### config.mk
export PLATFORM = sky130hd
export DESIGN_NAME = word_transmitter
export DESIGN_NICKNAME = d
export VERILOG_FILES = /design/src/rtl/word_transmitter.sv
export SDC_FILE = /design/constraint.sdc
export NUM_CORES = 1
export LEC_CHECK = 0
export CAP_MARGIN = 40
export CORE_MARGIN = 2
export CORE_UTILIZATION = 50
export DETAILED_ROUTE_END_ITERATION = 6
export DONT_BUFFER_PORTS = 1
export GPL_TIMING_DRIVEN = 0
export PLACE_DENSITY = 0.68
export REMOVE_ABC_BUFFERS = 1
export SETUP_SLACK_MARGIN = 0.4
export SLEW_MARGIN = 10
export SYNTH_ARGS = -nofsm -noshare
export SYNTH_HDL_FRONTEND = slang
export SYNTH_SLANG_ARGS = --single-unit
### constraint.sdc
create_clock -name clock -period 5.4 [get_ports clock]
set_input_delay 0.81 -clock clock [delete_from_list [all_inputs] [get_ports clock]]
set_output_delay 0.81 -clock clock [all_outputs]
set_load 0.1 [all_outputs]
### src/rtl/word_transmitter.sv
// ---------------------------------------------------------------------------
// word_transmitter
//
// Sending end of the two-wire bootloader link. Accepts 32-bit words over a
// valid/ready handshake and shifts them out MSB first on dataPin. Each bit is
// qualified by a rising edge of dataOnPin. Every word is followed by an idle
// gap with both pins low.
//
// Per bit: CLK_DIV cycles of SETUP (strobe low, data driven), then CLK_DIV
// cycles of STROBE (strobe high, data held). After the last bit the block
// spends GAP_CYCLES cycles in GAP before it accepts the next word.
//
// Parameters
//   CLK_DIV     cycles per strobe half-period (>= 1)
//   GAP_CYCLES  idle cycles after each word (>= 1)
//
// Ports
//   clock       system clock, rising-edge active
//   reset       synchronous, active-low reset
//   in_valid    in_data holds a word to send
//   in_data     32-bit word to transmit
//   in_ready    block accepts a word this cycle
//   dataOnPin   bit strobe; dataPin is valid at its rising edge
//   dataPin     serial data, MSB first
//   busy        high from word acceptance through the end of the gap
//   words_sent  count of completed words, wraps 4095 -> 0
//
// Configuration
//   WORD_TX_PARITY_EN  when defined, one extra bit carrying even parity
//                      (XOR of all 32 data bits) follows bit 0, giving
//                      33 strobes per word.
// ---------------------------------------------------------------------------
module word_transmitter #(
    parameter int CLK_DIV    = 4,
    parameter int GAP_CYCLES = 8
) (
    input  logic        clock,
    input  logic        reset,
    input  logic        in_valid,
    input  logic [31:0] in_data,
    output logic        in_ready,
    output logic        dataOnPin,
    output logic        dataPin,
    output logic        busy,
    output logic [11:0] words_sent
);

    typedef enum logic [1:0] {
        IDLE,
        SETUP,
        STROBE,
        GAP
    } state_t;

    // Divider counter holds 0 .. max(CLK_DIV, GAP_CYCLES) - 1.
    localparam int DIV_MAX = (CLK_DIV > GAP_CYCLES) ? CLK_DIV : GAP_CYCLES;
    localparam int DIV_W   = ($clog2(DIV_MAX) < 1) ? 1 : $clog2(DIV_MAX);

    localparam logic [DIV_W-1:0] DIV_LAST = DIV_W'(CLK_DIV - 1);
    localparam logic [DIV_W-1:0] GAP_LAST = DIV_W'(GAP_CYCLES - 1);

`ifdef WORD_TX_PARITY_EN
    localparam logic [5:0] LAST_BIT = 6'd32;
`else
    localparam logic [5:0] LAST_BIT = 6'd31;
`endif

    state_t           state;
    logic [31:0]      shift_reg;
    logic [5:0]       bit_cnt;
    logic [DIV_W-1:0] div_cnt;
    logic             shift_fill;

`ifdef WORD_TX_PARITY_EN
    logic parity_q;

    // The parity bit is shifted in at the LSB on every shift; after the
    // 32nd shift the first copy has reached the MSB, right behind data bit 0.
    assign shift_fill = parity_q;
`else
    assign shift_fill = 1'b0;
`endif

    // NOTE: reset is sampled on the clock edge (synchronous), so it lives
    // inside the clocked block rather than in its sensitivity list.
    always_ff @(posedge clock) begin
        if (!reset) begin
            state      <= IDLE;
            shift_reg  <= '0;
            bit_cnt    <= '0;
            div_cnt    <= '0;
            in_ready   <= 1'b1;
            busy       <= 1'b0;
            dataOnPin  <= 1'b0;
            dataPin    <= 1'b0;
            words_sent <= '0;
`ifdef WORD_TX_PARITY_EN
            parity_q   <= 1'b0;
`endif
        end else begin
            // NOTE: non-blocking assignments throughout, so every branch
            // below sees the register values from before this edge.
            case (state)
                IDLE: begin
                    if (in_valid && in_ready) begin
                        shift_reg <= in_data;
                        bit_cnt   <= '0;
                        div_cnt   <= '0;
                        dataPin   <= in_data[31];
                        dataOnPin <= 1'b0;
                        in_ready  <= 1'b0;
                        busy      <= 1'b1;
`ifdef WORD_TX_PARITY_EN
                        parity_q  <= ^in_data;
`endif
                        state     <= SETUP;
                    end
                end

                SETUP: begin
                    if (div_cnt == DIV_LAST) begin
                        div_cnt   <= '0;
                        dataOnPin <= 1'b1;
                        state     <= STROBE;
                    end else begin
                        div_cnt <= div_cnt + 1'b1;
                    end
                end

                STROBE: begin
                    if (div_cnt == DIV_LAST) begin
                        div_cnt   <= '0;
                        dataOnPin <= 1'b0;
                        if (bit_cnt == LAST_BIT) begin
                            dataPin    <= 1'b0;
                            words_sent <= words_sent + 1'b1;
                            state      <= GAP;
                        end else begin
                            // Present the next MSB on the same edge the strobe falls.
                            shift_reg <= {shift_reg[30:0], shift_fill};
                            dataPin   <= shift_reg[30];
                            bit_cnt   <= bit_cnt + 1'b1;
                            state     <= SETUP;
                        end
                    end else begin
                        div_cnt <= div_cnt + 1'b1;
                    end
                end

                GAP: begin
                    if (div_cnt == GAP_LAST) begin
                        div_cnt  <= '0;
                        in_ready <= 1'b1;
                        busy     <= 1'b0;
                        state    <= IDLE;
                    end else begin
                        div_cnt <= div_cnt + 1'b1;
                    end
                end

                default: state <= IDLE;
            endcase
        end
    end

endmodule

==> flow_summary.ini <==
[run_status]
status = finished, final reports clean

[timing]
setup_viol = 0
slew_headroom_pct = 42.57
min_period_over_period_pct = 63.14
period_minus_slack_ns = 3.410
tightest_slew_ns = 0.8615
fin_worst_skew_ns = 0.009531
clock.fmax_mhz = 293.3
hold_ws_ns = 0.4548
rsz0062_at_grt = no
finalHoldViolCount = 0
maxSlewViolCount = 0

[clock_network]
worstSkewPairLatency_ns = 0.33
ctsHoldBuffers = 0
cts_made_buffers = 9
postCtsSetupRepairBufs = 0
cts_resized = 0
tritoncts = built
ctsLongestPathBuffers = 2
cts.htree.levels = 3
cts.clk_slew.worst_paths_ns = 0.07
root_buffer = clkbuf_8
clock_sinks = 58

[job]
drv_cap = 0

[place]
gp_congestion = 0.7484
place_hpwl_um = 4123
port_buffers = 0
place_inst = 398

[synthesis]
ys_warn_count = 0
ys_types = 49
synth_enable_flop_cells = 0
async_flop_share_pct = 0
postSynthAreaPerCell_um2 = 9.654
ys_seq_elements = 58
syn_inst = 320
synthesis.area_mm2 = 0.003089
ys_seq_area_share_pct = 37.59
ys.flop_type = dfxtp_1

[finish]
syn2layout_area_growth_pct = 17.78
largest_reg_flops = 31
seq_area_mm2 = 0.001161
drive_above_1_share_pct = 23.60
diodes = 0
instances_no_fill = 414
fill_cells = 521
multi_input_area_mm2 = 0.001725
fin_nets = 381

[setup_path]
worst_path_most_repeated_cell = buf_8
cp-start-kind = flop
critical_path.slowest_cell = a311oi_4
required_ns = 5.65
worst-r2r-cell-count = 11
crit_chain = inv_1 > ha_2 > buf_12 > mux2i_1 > a311oi_4 > buf_6 > buf_8 > buf_8 > buf_8 > nor2_1 > a211oi_2
cp_max_fo = 25
path_class = flop to flop
r2r-end = shift_reg[20]$_SDFFE_PN0P_
critPathCaptureType = flop
reg2reg_slack_ns = 1.99
r2r-start = state[0]$_SDFFE_PN0P_
arrival_ns = 3.66
max_stage_delay_ns = 0.79

[detailed_routing]
post_drt_wl_per_cell_um = 14.13
wl_um = 5851
drt_iter0_drc = 80
dr.pass1.iters = 4
ant_nets = 0
vias = 2247
vias_per_cell = 5.428
drc_errors = 0

[worst_hold_path]
whs_endpoint = div_cnt[1]$_SDFFE_PN0P_
whs_path_depth = 2
hold_path_class = flop to flop
holdCritStartpoint = div_cnt[1]$_SDFFE_PN0P_

[grt]
met3_usage_pct = 5.000
use_met1_pct = 23.41
grt_pass1_wl_um = 9860
gr-max-usage-layer = met2
grt_max_degree = 29
grt_util_all_layers_pct = 19.00
gr-usage-met2_pct = 31.61
grt_antenna_before_repair = 0
grt-ovfl-total = 0
grt_pass1_vias = 2193

[power]
ir_drop_v = 0.0002791
p_total_w = 0.001845
power_density_mw_per_mm2 = 507.2
leakagePower_nw = 1.286

[die]
rows = 28
die_w_um = 82.60
start_util_pct = 51.87
die_h_um = 82.60
core_area_mm2 = 0.005956
fp.dieArea_mm2 = 0.006823
ios = 51
==> kinds of logic (layout without fill, tap and decap cells) <==
family,Yosys count,after routing,synth area share (%)
and+or+nand+nor,99,99,14.62
AOI/OAI and AO/OA,69,69,22.20
DFF,58,58,37.59
buffers and inverters,38,57,6.642
muxes,37,37,12.11
adders and majority gates,12,12,4.860
xor gates and xnor gates,7,7,1.985
==> metrics by stage <==
stage               utilization (%)  TNS, ns  instance area, µm²  setup WS, ns
global placement              51.20   -6.499                3049       -0.3259
floorplan                         -        0                2955        0.7051
finish                        61.09        0                3638         1.990
detailed placement            57.10        0                3401         1.949
CTS                           61.09        0                3638         1.924
global route                  61.09        0                3638         1.675
==> power breakdown <==
part	leakage [nW]	switching [W]	total (W)	internal [W]
registers	0.476	0.0000580	0.000585	0.000527
logic	0.692	0.000454	0.000793	0.000339
clock network	0.119	0.000171	0.000468	0.000297
==> routing by layer <==
layer,wire [µm],vias to the layer above
li1,-,1154
met1,2723,1055
met2,2833,31
met3,210,7
met4,83,0
met5,0,-
==> layout by cell type, fill, tap and decap left out, types with 2 or more instances in the layout <==
cell       synthesis  routed
bufinv_16          0       2
o21a_1             4       4
nand4_1            2       2
nor2b_1            4       4
mux2_2             3       3
nor3_1             3       3
a31oi_1            4       4
xnor2_1            6       6
dfxtp_1           58      58
a21oi_1           10      10
nor4_1             7       7
clkbuf_8           0      12
nor2_1            51      51
o21ai_0            4       4
nand2_1           18      18
inv_1             18      18
ha_1              12      11
a211oi_2          30      30
buf_8              0      18
buf_12             0       2
nand3_1            5       5
mux2i_1           34      34
nand2b_1           2       2
==> critical path, delay by kind of cell (launching register included) <==
family / cells / cell delay (ns)
mux: 1 / 0.13
fa+ha+maj: 1 / 0.62
buf+inv: 6 / 1.19
flops: 1 / 0.36
simple gates: 1 / 0.06
compound gates: 2 / 0.96
==> worst max path at each step <==
stage	from	endpoint	slack, ns	cells after the start
3_5_place_dp	state[0]$_SDFFE_PN0P_	shift_reg[20]$_SDFFE_PN0P_	1.95	11
5_1_grt	state[0]$_SDFFE_PN0P_	shift_reg[19]$_SDFFE_PN0P_	1.68	11
3_3_place_gp	state[0]$_SDFFE_PN0P_	bit_cnt[0]$_SDFFE_PN0P_	-0.33	6
4_1_cts	state[0]$_SDFFE_PN0P_	shift_reg[20]$_SDFFE_PN0P_	1.92	11
2_1_floorplan	state[0]$_SDFFE_PN0P_	bit_cnt[0]$_SDFFE_PN0P_	0.71	6
6_report	state[0]$_SDFFE_PN0P_	shift_reg[20]$_SDFFE_PN0P_	1.99	11
==> synth_stat cells, drive strengths merged, types with 3 or more instances <==
cell	instances	area (µm²)
ha	12	150.1
nor3	3	15.01
a31oi	4	25.02
a21boi	3	33.79
inv	19	71.31
mux2	3	33.78
a21oi	10	50.05
xnor2	6	52.55
nor4	7	43.79
nor2b	4	25.02
nor2	51	191.4
o21ai	5	25.02
mux2i	34	340.3
nand2	18	67.56
dfxtp	58	1161
buf	13	111.4
o21a	4	30.03
nand3	6	35.03
clkbuf	6	22.52
a211oi	31	382.9
==> layout make-up <==
| type | count | share of cell area [%] |
|---|---|---|
| Clock buffer | 12 | 4.539 |
| Sequential cell | 58 | 31.91 |
| Tap cell | 75 | 2.579 |
| Timing Repair Buffer | 22 | 9.594 |
| Multi-Input combinational cell | 224 | 47.42 |
| Inverter | 19 | 1.960 |
| Clock inverter | 4 | 1.994 |
Note: power is estimated with default switching activity, not from simulation.
